$ cat config.mk
export PLATFORM = sky130hd
export DESIGN_NAME = aska_npg_pulse_shaper
export DESIGN_NICKNAME = d
export VERILOG_FILES = /design/src/rtl/aska_npg_pulse_shaper.sv
export SDC_FILE = /design/constraint.sdc
export NUM_CORES = 1
export LEC_CHECK = 0
export BUFFER_PORTS_ARGS = -buffer_cell sky130_fd_sc_hd__buf_4
export CAP_MARGIN = 20
export CORE_MARGIN = 2
export CORE_UTILIZATION = 45
export DETAILED_ROUTE_END_ITERATION = 8
export PLACE_DENSITY = 0.79
export SLEW_MARGIN = 10
export SYNTH_ARGS = -nofsm -noshare
export SYNTH_HDL_FRONTEND = slang
export SYNTH_SLANG_ARGS = --single-unit
$ cat constraint.sdc
create_clock -name clk -period 3.35 [get_ports clk]
set_input_delay 0.67 -clock clk [delete_from_list [all_inputs] [get_ports clk]]
set_output_delay 0.67 -clock clk [all_outputs]
set_load 0.05 [all_outputs]
$ cat src/rtl/aska_npg_pulse_shaper.sv
// Biphasic pulse shaper for the ASKA neural pulse generator: one start strobe launches
// cathodic phase, optional inter-phase gap, anodic phase and electrode discharge.
module aska_npg_pulse_shaper #(
  parameter int AMP_W     = 6,
  parameter int PH_W      = 3,
  parameter int STEP_W    = 4,
  parameter int DISCH_CYC = 4
) (
  input  logic              clk,
  input  logic              resetn,
  input  logic              pulse_start,
  input  logic [PH_W-1:0]   phase_duration,
  input  logic [PH_W-1:0]   ipg,
  input  logic [AMP_W-1:0]  ramp,
  input  logic [STEP_W-1:0] up,
  input  logic [STEP_W-1:0] down,
  input  logic              enable,
  output logic [AMP_W-1:0]  dac_code,
  output logic [AMP_W-1:0]  amp_level,
  output logic              sw_cath,
  output logic              sw_anod,
  output logic              sw_short,
  output logic              busy,
  output logic              ramp_done,
  output logic              overrun,
  output logic [2:0]        dbg_state
);

  // The discharge count may need more bits than the phase counters.
  localparam int DW    = $clog2(DISCH_CYC + 1);
  localparam int CNT_W = (DW > PH_W) ? DW : PH_W;

  typedef enum logic [2:0] {
    IDLE  = 3'd0,
    CATH  = 3'd1,
    GAP   = 3'd2,
    ANOD  = 3'd3,
    DISCH = 3'd4
  } state_t;

  state_t             state, state_nxt;
  logic [CNT_W-1:0]   cnt;
  logic [PH_W-1:0]    pd_q, ipg_q;
  logic [AMP_W:0]     sum;
  logic [AMP_W-1:0]   amp_upd, amp_nxt;
  logic               start_ok;

  assign start_ok  = pulse_start && (state == IDLE);
  assign dbg_state = state;

  // Amplitude update: saturating ramp up toward the target, saturating ramp down to zero.
  always_comb begin
    sum = {1'b0, amp_level} + (AMP_W + 1)'(up);
    if (enable)
      amp_upd = (sum > {1'b0, ramp}) ? ramp : sum[AMP_W-1:0];
    else
      amp_upd = (amp_level > AMP_W'(down)) ? amp_level - AMP_W'(down) : '0;
    amp_nxt = start_ok ? amp_upd : amp_level;
  end

  always_comb begin
    state_nxt = state;
    case (state)
      IDLE:  if (pulse_start) state_nxt = (amp_upd != '0) ? CATH : IDLE;
      CATH:  if (cnt == CNT_W'(pd_q)) state_nxt = (ipg_q != '0) ? GAP : ANOD;
      GAP:   if (cnt == CNT_W'(ipg_q) - CNT_W'(1)) state_nxt = ANOD;
      ANOD:  if (cnt == CNT_W'(pd_q)) state_nxt = DISCH;
      DISCH: if (cnt == CNT_W'(DISCH_CYC - 1)) state_nxt = IDLE;
      default: state_nxt = IDLE;
    endcase
  end

  // Outputs are decoded from the next state so they line up with the registered state.
  always_ff @(posedge clk or negedge resetn) begin
    if (!resetn) begin
      state     <= IDLE;
      cnt       <= '0;
      pd_q      <= '0;
      ipg_q     <= '0;
      amp_level <= '0;
      dac_code  <= '0;
      sw_cath   <= 1'b0;
      sw_anod   <= 1'b0;
      sw_short  <= 1'b1;
      busy      <= 1'b0;
      ramp_done <= 1'b0;
      overrun   <= 1'b0;
    end else begin
      state <= state_nxt;
      if ((state_nxt != state) || (state_nxt == IDLE))
        cnt <= '0;
      else
        cnt <= cnt + CNT_W'(1);
      if (start_ok) begin
        pd_q  <= phase_duration;
        ipg_q <= ipg;
      end
      amp_level <= amp_nxt;
      dac_code  <= ((state_nxt == CATH) || (state_nxt == ANOD)) ? amp_nxt : '0;
      sw_cath   <= (state_nxt == CATH);
      sw_anod   <= (state_nxt == ANOD);
      sw_short  <= (state_nxt == IDLE) || (state_nxt == DISCH);
      busy      <= (state_nxt != IDLE);
      ramp_done <= enable && (amp_nxt == ramp);
      overrun   <= pulse_start && (state != IDLE);
    end
  end

endmodule

==> flow_summary_export.csv, run 1 <==
group,metric,value,unit
critical_path,r2r-start,"amp_level[0]",
die,chipHeight,74.6,um
cells_and_area,drive_gt1_frac,0.396,
pwr,power_frac_comb,0.745,
die,ios,45,
clocking,clockBufferDepth,2,
cells_and_area,syn_to_final_growth,42.1,%
pwr,p_leak,1.52,nW
critical_path,required,3.51,ns
logic_synthesis,ys_seq_elements,30,
global_routing,grt_pass1_vias,2222,
critical_path,crit_fanout,6,
detailed_routing,vias,2166,
pwr,ir_worst_vdd,0.601,mV
detailed_routing,postRouteAntennaNets,0,
die,die_x,74.6,um
critical_path,startpoint_type,"input pin",
clocking,h-tree-depth,2,
placed_design,gp_congestion,0.910,
status,violations,"negative setup slack",
logic_synthesis,synth_edf_count,0,
sta,fmax,0.278,GHz
die,core_region_area,4750,sq um
sta,relSlewSlack,0.583,
placed_design,dpl.hpwl,5050,um
clocking,cts_buffers,5,
cells_and_area,fin_nets,376,
cells_and_area,stdcell_area,3190,sq um
detailed_routing,first_iter_violations,194,
clocking,cts.sinks,30,
global_routing,antenna_found_initial,0,
die,start_util,0.472,
cells_and_area,nFillCells,386,
logic_synthesis,yosysWarnings,0,
sta,finClkSkew,0.00539,ns
detailed_routing,firstDrtPassIters,4,
die,die_area,5570,sq um
sta,min_period,3.59,ns
pwr,clkPwrFrac,0.087,
global_routing,grt_pass1_wl,10800,um
placed_design,post-place-cells,383,
critical_path,crit_start,"up[0]",
sta,finalHoldViolCount,0,
cells_and_area,fin_cells,400,
die,rows,25,
logic_synthesis,syn-num-nets,294,
sta,post-route-period-util,1.07,
critical_path,arrival,3.75,ns
placed_design,port_buffers,44,
logic_synthesis,async_reset_ff_frac,1.00,
detailed_routing,routed_wl,6570,um
clocking,cts-hold-fix-buffers,0,
pwr,p_int,1.97,mW
global_routing,grt_start_max_net_pins,31,
global_routing,grt.total_usage,0.262,
clocking,clockRootBuffer,"clkbuf_8",
cells_and_area,antennaDiodeCount,0,
clocking,path_clk_slew,0.06,ns
sta,maxSlewViolCount,0,
sta,worst_slack,-0.242,ns
critical_path,worstSetupEndpointType,"flop",
global_routing,grt_overflow,0,
pwr,net-switching-power,1.91,mW
sta,setup_viol,8,
logic_synthesis,synthFlopType,"dfrtp_1",
detailed_routing,viasPerCell,5.42,
logic_synthesis,synthCells,250,
min_path,hold_path.class,"input pin to asynchronous set/reset pin",
detailed_routing,wl_per_cell,16.4,um
placed_design,dp_slack,-0.747,ns
pwr,power_frac_seq,0.167,
logic_synthesis,synth_area,2240,sq um
critical_path,crit_type,"input pin to flop",
placed_design,place_area,2880,sq um
clocking,cts_tree,"yes",
pwr,power_density,1220,nW/um^2
clocking,clock_latency,0.28,ns
status,status,"finished with violations",
sta,worstMarginPinSlew,0.625,ns
sta,rsz0062_at_grt,"true",
pwr,p_sw_frac,0.491,
detailed_routing,route.detailed.drc,0,
logic_synthesis,synth_area_per_cell,8.97,sq um
job,maxCapViolations,0,
logic_synthesis,synth.distinct_cells,59,
logic_synthesis,seq_area_frac_synth,0.335,
## through the flow
| step | TNS [ns] | utilization | hold WS, ns | power [mW] |
|---|---|---|---|---|
| after global placement | -5.60 | 0.607 | 0.486 | 3.12 |
| after CTS | -0.918 | 0.661 | 0.316 | 3.78 |
| after floorplan | -1.68 | - | 0.374 | 2.33 |
| after global routing | -2.30 | 0.671 | 0.330 | 4.14 |
| after detailed placement | -7.76 | 0.607 | 0.495 | 3.19 |
| final | -0.879 | 0.671 | 0.307 | 3.88 |
## metal layers
layer / wire length (um) / global-route usage / up-vias
li1: - / - / 1042
met1: 2650 / 0.335 / 1024
met2: 3290 / 0.450 / 82
met3: 448 / 0.0461 / 18
met4: 182 / 0.0833 / 0
met5: 0 / 0 / -
## cell type report
cell class	count	area, sq um	share of cell area
Tap cell	67	83.8	0.0263
Clock buffer	8	110	0.0345
Timing Repair Buffer	81	619	0.194
Inverter	21	78.8	0.0247
Multi-Input combinational cell	193	1540	0.484
Sequential cell	30	753	0.236
## synthesized netlist by cell type (6+ instances only)
cell     instances  share of area
o21ai_1          6          0.013
xor2_1          10          0.039
nor3_1          10          0.022
ha_1            18           0.10
nand2_1         30          0.050
a21oi_1         12          0.027
inv_1           20          0.033
nor2_1          18          0.030
xnor2_1          7          0.027
nand3_1          6          0.013
o21ai_0         12          0.027
nor2b_1          7          0.020
dfrtp_1         29           0.32
## power groups by stage
stage | logic, mW | clock network (mW) | registers, mW
global placement | 2.47 | 0 | 0.646
finish | 2.89 | 0.339 | 0.648
floorplan | 1.36 | 0 | 0.967
global route | 3.12 | 0.361 | 0.664
detailed placement | 2.54 | 0 | 0.650
CTS | 2.78 | 0.345 | 0.648
## placed cells by master (no fill, tap or decap), drive strengths merged, types with 2 or more instances in the layout
cell type	n
nor2b	7
a21boi	2
nor4b	2
nand2	31
nand3	7
nand3b	2
dfrtp	29
nor2	19
a21oi	15
inv	21
clkbuf	8
xor2	10
a211oi	4
o31ai	3
o211ai	3
o21ai	19
fa	2
and2	2
nand2b	3
buf	81
nand4b	2
xnor2	8
nand4	3
ha	18
nor3	12
## cells by family (layout without fill, tap and decap cells)
kind of cell,after synthesis,after routing,synth area share
compound gates,60,60,0.195
buf+inv,27,110,0.0468
xor+xnor,18,18,0.0736
flops,30,30,0.335
simple gates,95,95,0.231
fa+ha+maj,20,20,0.118
## flip-flops by register name (all words and copies together) (netlist names)
signal and count:
overrun 1, busy 1, sw_short 1, amp_level 6
dac_code 6, sw_cath 1, cnt 3, dbg_state 3
ipg_q 3, pd_q 3, sw_anod 1, ramp_done 1
## timing repair
| action | in CTS | in global routing |
|---|---|---|
| pin swaps | 22 | 6 |
| setup endpoints to repair | 14 | 13 |
| gates resized for setup | 18 | 10 |
| buffers inserted | 10 | 3 |
## worst paths after layout
check | end | slack, ns | cells after the start
worst max-delay path | busy | -0.24 | 17
worst min-delay path | dbg_state[1] | 0.31 | 1
worst max register to register | busy | -0.19 | 16
worst min register to register | pd_q[1] | 0.50 | 2
max in group asynchronous | sw_short | 2.73 | 1
min in group clk | pd_q[1] | 0.50 | 2
## worst max-delay path, stage by stage
cell and delay (ns):
buf_6 0.10, ha_4 0.15, fa_2 0.37, a211oi_4 0.26
nor2_2 0.10, xnor2_2 0.17, inv_2 0.06, ha_4 0.26
and3_4 0.16, nand4_1 0.09, buf_4 0.16, o21a_4 0.14
nor2_2 0.18, o311a_1 0.22, nor4b_4 0.25, a21oi_2 0.09
or3_1 0.31
Note: power is estimated with default switching activity, not from simulation.
==> run 2: changes to the inputs <==
--- a/config.mk
+++ b/config.mk
@@ -7,6 +7,7 @@
 export LEC_CHECK = 0
 export BUFFER_PORTS_ARGS = -buffer_cell sky130_fd_sc_hd__buf_4
 export CAP_MARGIN = 20
+export CORE_ASPECT_RATIO = 0.5
 export CORE_MARGIN = 2
 export CORE_UTILIZATION = 45
 export DETAILED_ROUTE_END_ITERATION = 8
==> run 2 against run 1 <==
  * The flow still finishes with violations (negative setup slack)
  * Clock power fell by 14%
  * Sequential share of layout area fell by 0.45 points
  * Worst setup slack got worse by 0.044 ns
  * Total power rose by 2.8%
  * Clock skew fell by 0.0020 ns
  * Via count rose by 1.2%
  * Cell area rose by 1.9%
  * Utilization fell by 0.26 points
  * Die area rose by 0.62%
==> flow_summary_export.csv, run 2 (synthesized netlist as in run 1, its figures left out) <==
group,metric,value,unit
die,chipHeight,53.9,um
pwr,p_leak,1.56,nW
global_routing,use_met3,0.0387,
clocking,cts_buffers,5,
sta,finClkSkew,0.00341,ns
clocking,path_clk_slew,0.06,ns
clocking,cts_tree,"yes",
sta,min_period,3.64,ns
sta,fin_tns_setup,-1.23,ns
critical_path,worstSetupEndpointType,"flop",
sta,worst_slack,-0.286,ns
sta,rsz0062_at_grt,"true",
global_routing,use_met1,0.312,
critical_path,cp_num_cells,17,
placed_design,dpl.hpwl,5160,um
die,rows,18,
die,ios,45,
pwr,ir_worst_vdd,0.601,mV
detailed_routing,viasPerCell,5.32,
placed_design,post-place-cells,391,
global_routing,antenna_found_initial,0,
detailed_routing,firstDrtPassIters,4,
detailed_routing,vias,2191,
placed_design,gp_congestion,0.968,
critical_path,startpoint_type,"input pin",
global_routing,grt_pass1_wl,10100,um
detailed_routing,route.detailed.drc,0,
global_routing,grt-busiest-layer,"met2",
sta,maxSlewViolCount,0,
cells_and_area,fin_nets,385,
sta,setup_viol,9,
sta,finalHoldViolCount,0,
die,core_region_area,4860,sq um
critical_path,required,3.50,ns
sta,fmax,0.275,GHz
status,status,"finished with violations",
cells_and_area,fin_cells,412,
sta,worstMarginPinSlew,0.634,ns
min_path,hold_path.class,"input pin to asynchronous set/reset pin",
detailed_routing,routed_wl,6550,um
global_routing,grt_pass1_vias,2071,
clocking,clock_latency,0.28,ns
sta,relSlewSlack,0.577,
detailed_routing,wl_per_cell,15.9,um
die,die_area,5600,sq um
cells_and_area,top_regs,"amp_level x6, dac_code x6",
critical_path,crit_family,"compound AO/OA/AOI/OAI gates",
global_routing,grt_use_met2,0.421,
cells_and_area,drive_gt1_frac,0.404,
detailed_routing,first_iter_violations,163,
critical_path,critPathBufInv,3,
clocking,h-tree-depth,2,
placed_design,port_buffers,44,
global_routing,grt_overflow,0,
critical_path,crit_type,"input pin to flop",
critical_path,crit_fanout,6,
critical_path,slowest_stage,"fa_2",
die,start_util,0.461,
global_routing,grt.total_usage,0.236,
critical_path,crit_chain,"buf_6, ha_4, fa_2, a211oi_4, nor2_2, xnor2_2, inv_1, ha_1, and3_4, a21boi_4, o21a_4, buf_6, o32a_4, o21ai_4, nor4b_4, a21oi_2, or3_1",
die,die_x,104,um
cells_and_area,syn_to_final_growth,44.8,%
pwr,power_density,1230,nW/um^2
critical_path,arrival,3.79,ns
cells_and_area,mostFrequentLayoutCells,"buf_4 (84), nand2_1 (30), dfrtp_1 (28), inv_1 (19)",
placed_design,dp_slack,-0.813,ns
sta,hold_ws,0.306,ns
clocking,clockRootBuffer,"clkbuf_8",
critical_path,path_common_cell,"buf_6",
cells_and_area,antennaDiodeCount,0,
critical_path,slowest_delay,0.36,ns
clocking,clockBufferDepth,2,
detailed_routing,postRouteAntennaNets,0,
job,maxCapViolations,0,
global_routing,grt_start_max_net_pins,31,
sta,post-route-period-util,1.09,
clocking,cts.sinks,30,
status,violations,"negative setup slack",
cells_and_area,final_common_cell,"buf_4",
critical_path,r2r_cells,16,
run 2: cell types whose count changed in the layout (fill, tap and decap cells not counted), sizes merged:
cell    previous run  this run
buf               81        90
clkinv             0         1
clkbuf             8         7
run 2: worst reg2reg max path: stages (launching register included):
cell      delay, ns
dfrtp_2        0.44
ha_4           0.18
fa_2           0.36
a211oi_4       0.24
nor2_2         0.08
xnor2_2        0.14
inv_1          0.06
ha_1           0.30
and3_4         0.18
a21boi_4       0.23
o21a_4         0.20
buf_6          0.11
o32a_4         0.15
o21ai_4        0.07
nor4b_4        0.34
a21oi_2        0.10
or3_1          0.33
run 2: final timing paths:
check	start	to	slack, ns
max in group asynchronous	resetn	sw_short	2.74
worst min-delay path	resetn	ipg_q[1]	0.31
worst max register to register	amp_level[0]	busy	-0.26
worst min register to register	pd_q[0]	pd_q[0]	0.51
min in group clk	pd_q[0]	pd_q[0]	0.51
worst max-delay path	up[0]	busy	-0.29
run 2: area by class of cell:
cell class | instances | area [sq um]
clock buffers | 7 | 86.3
clock inverters | 1 | 5.00
fillers | 426 | 1620
inverters | 21 | 78.8
multi-input cells | 193 | 1540
flip-flops and latches | 30 | 753
well taps | 70 | 87.6
repair buffers | 90 | 698
run 2: timing repair:
action	in CTS	in global routing
buffers inserted	9	6
resized for setup	15	14
hold buffers	0	0
pin swaps	12	10
endpoints found under the setup margin	13	13
run 2: power breakdown:
part           total (mW)  internal, mW  switching (mW)
combinational        3.03          1.38            1.65
clock               0.293         0.165           0.128
sequential          0.662         0.522           0.140
run 2: per-layer routing:
metal	wire [um]	share of wire
met1	3000	0.46
met2	3130	0.48
met3	376	0.057
met5	0	0
met4	46	0.0070
run 2: per-stage QoR:
stage	total power, mW	util	cell area [sq um]
6_report	3.98	0.668	3250
5_1_grt	4.25	0.668	3250
4_1_cts	3.78	0.649	3160
3_5_place_dp	3.24	0.601	2930
3_3_place_gp	3.19	0.601	2930
2_1_floorplan	2.33	-	2290
==> run 3: changes to the inputs <==
--- a/config.mk
+++ b/config.mk
@@ -9,9 +9,10 @@
 export CAP_MARGIN = 20
 export CORE_ASPECT_RATIO = 0.5
 export CORE_MARGIN = 2
-export CORE_UTILIZATION = 45
+export CORE_UTILIZATION = 52
+export CTS_BUF_LIST = sky130_fd_sc_hd__clkbuf_2
 export DETAILED_ROUTE_END_ITERATION = 8
-export PLACE_DENSITY = 0.79
+export PLACE_DENSITY = 0.88
 export SLEW_MARGIN = 10
 export SYNTH_ARGS = -nofsm -noshare
 export SYNTH_HDL_FRONTEND = slang
==> run 3 against run 2 <==
  * The run still ends with negative setup slack left
  * Cell area down 6.0%
  * Critical path depth down 2
  * Via count down 0.78%
  * Sequential power down 0.9%
  * Utilization up 9.1 points
  * Critical path type is now flop to flop
  * Largest cell class unchanged
==> flow_summary_export.csv, run 3 (synthesized netlist as in run 1, its figures left out) <==
group,metric,value,unit
status,status,"finished with violations",
status,violations,"negative setup slack",
detailed_routing,routed_wl,6250,um
die,start_util,0.558,
cells_and_area,antennaDiodeCount,0,
cells_and_area,syn_to_final_growth,36.1,%
sta,relSlewSlack,0.567,
detailed_routing,firstDrtPassIters,5,
cells_and_area,drive_gt1_frac,0.384,
sta,finClkSkew,0.0152,ns
sta,worstMarginPinSlew,0.647,ns
sta,hold_ws,0.206,ns
pwr,p_sw_frac,0.509,
pwr,power_density,1180,nW/um^2
die,die_x,96.9,um
cells_and_area,final_util,0.759,
sta,finalHoldViolCount,0,
global_routing,grt_start_max_net_pins,31,
cells_and_area,fin_cells,387,
critical_path,required,3.59,ns
pwr,net-switching-power,1.84,mW
global_routing,grt_overflow,0,
min_path,hold_path.class,"input pin to asynchronous set/reset pin",
clocking,cts_tree,"yes",
critical_path,critPathBufInv,1,
critical_path,slowest_stage,"dfrtp_2",
cells_and_area,top_regs,"amp_level x6, dac_code x6",
global_routing,grt.total_usage,0.270,
global_routing,grt_pass1_wl,10400,um
die,chipHeight,50.4,um
critical_path,crit_family,"compound AO/OA/AOI/OAI gates",
sta,fmax,0.273,GHz
placed_design,gp_congestion,1.01,
critical_path,crit_fanout,6,
cells_and_area,fin_nets,376,
pwr,power_frac_comb,0.772,
detailed_routing,first_iter_violations,109,
detailed_routing,viasPerCell,5.62,
die,rows,16,
pwr,clkPwrFrac,0.047,
die,core_region_area,4020,sq um
placed_design,dpl.hpwl,4970,um
pwr,power_frac_seq,0.181,
pwr,ir_worst_vdd,0.513,mV
sta,min_period,3.66,ns
clocking,clockBufferDepth,2,
critical_path,crit_chain,"ha_4, fa_2, a211oi_4, nor2_2, xnor2_2, inv_1, ha_1, and3_4, a21boi_4, o21a_4, nor3_2, a221oi_2, nor4b_4, a21oi_2, or3_1",
pwr,p_leak,1.49,nW
sta,maxSlewViolCount,0,
die,die_area,4890,sq um
clocking,clock_latency,0.35,ns
detailed_routing,wl_per_cell,16.2,um
placed_design,port_buffers,44,
critical_path,arrival,3.90,ns
detailed_routing,vias,2174,
cells_and_area,final_common_cell,"buf_4",
sta,rsz0062_at_grt,"true",
sta,setup_viol,9,
sta,post-route-period-util,1.09,
critical_path,startpoint_type,"flop",
die,ios,45,
clocking,cts_buffers,5,
critical_path,slowest_delay,0.49,ns
detailed_routing,postRouteAntennaNets,0,
cells_and_area,mostFrequentLayoutCells,"buf_4 (80), nand2_1 (30), dfrtp_1 (28), inv_1 (18), ha_1 (17)",
placed_design,dp_slack,-0.789,ns
job,maxCapViolations,0,
clocking,path_clk_slew,0.16,ns
placed_design,post-place-cells,370,
critical_path,worstSetupEndpointType,"flop",
clocking,clockRootBuffer,"clkbuf_2",
global_routing,grt_pass1_vias,2250,
global_routing,antenna_found_initial,0,
clocking,cts.sinks,30,
sta,fin_tns_setup,-1.16,ns
pwr,p_int,1.78,mW
detailed_routing,route.detailed.drc,0,
sta,worst_slack,-0.314,ns
critical_path,crit_type,"flop to flop",
clocking,h-tree-depth,2,
==> run 3: final timing paths <==
| check | startpoint | endpoint | slack (ns) | cells past startpoint |
|---|---|---|---|---|
| setup reg to reg | amp_level[0] | busy | -0.31 | 15 |
| hold reg to reg | pd_q[1] | pd_q[1] | 0.52 | 2 |
| max in group asynchronous | resetn | sw_short | 2.83 | 1 |
| hold / removal | resetn | amp_level[2] | 0.21 | 1 |
| min in group clk | phase_duration[2] | pd_q[2] | 0.50 | 3 |
| setup / recovery | amp_level[0] | busy | -0.31 | 15 |
==> run 3: power by group through the flow <==
| stage | Sequential (mW) | Combinational [mW] | Clock [mW] |
|---|---|---|---|
| final | 0.656 | 2.79 | 0.170 |
| after global routing | 0.673 | 3.02 | 0.192 |
| after CTS | 0.653 | 2.66 | 0.169 |
| after detailed placement | 0.659 | 2.52 | 0 |
| after global placement | 0.654 | 2.46 | 0 |
| after floorplan | 0.967 | 1.36 | 0 |
==> run 3: final cells by class <==
type	count	area (sq um)
multi-input combinational	193	1510
tap	54	67.6
clock buffer	5	25.0
clock inverter	3	11.3
timing repair buffer	81	612
fill	298	970
sequential	30	753
inverter	21	78.8
==> run 3: per-layer routing <==
metal,GRT usage,share of wire,up-vias
met5,0,0,-
met4,0.0962,0.023,0
met3,0.0432,0.069,15
met2,0.466,0.47,90
met1,0.352,0.44,1026
li1,-,-,1043
==> run 3: metrics by stage <==
step	power, mW	instance area, sq um
after floorplan	2.33	2290
after global placement	3.11	2870
after detailed placement	3.18	2870
after CTS	3.48	2990
after global routing	3.89	3050
final	3.62	3050
==> run 3: worst register-to-register path, delay by kind of cell, from the launching register on <==
| family | cells | cell delay [ns] |
|---|---|---|
| AO/OA/AOI/OAI | 5 | 1.09 |
| adder cells (fa/ha/maj) | 3 | 0.83 |
| flip-flops | 1 | 0.49 |
| XOR/XNOR | 1 | 0.15 |
| AND/OR/NAND/NOR | 5 | 0.94 |
| buffers and inverters | 1 | 0.06 |
==> run 3: what timing repair did <==
item	in CTS	in global routing
setup endpoints to repair	12	12
pin swaps	12	8
gates resized for setup	10	11
hold buffers	0	0
hold endpoints to repair	0	0
setup buffers	6	5
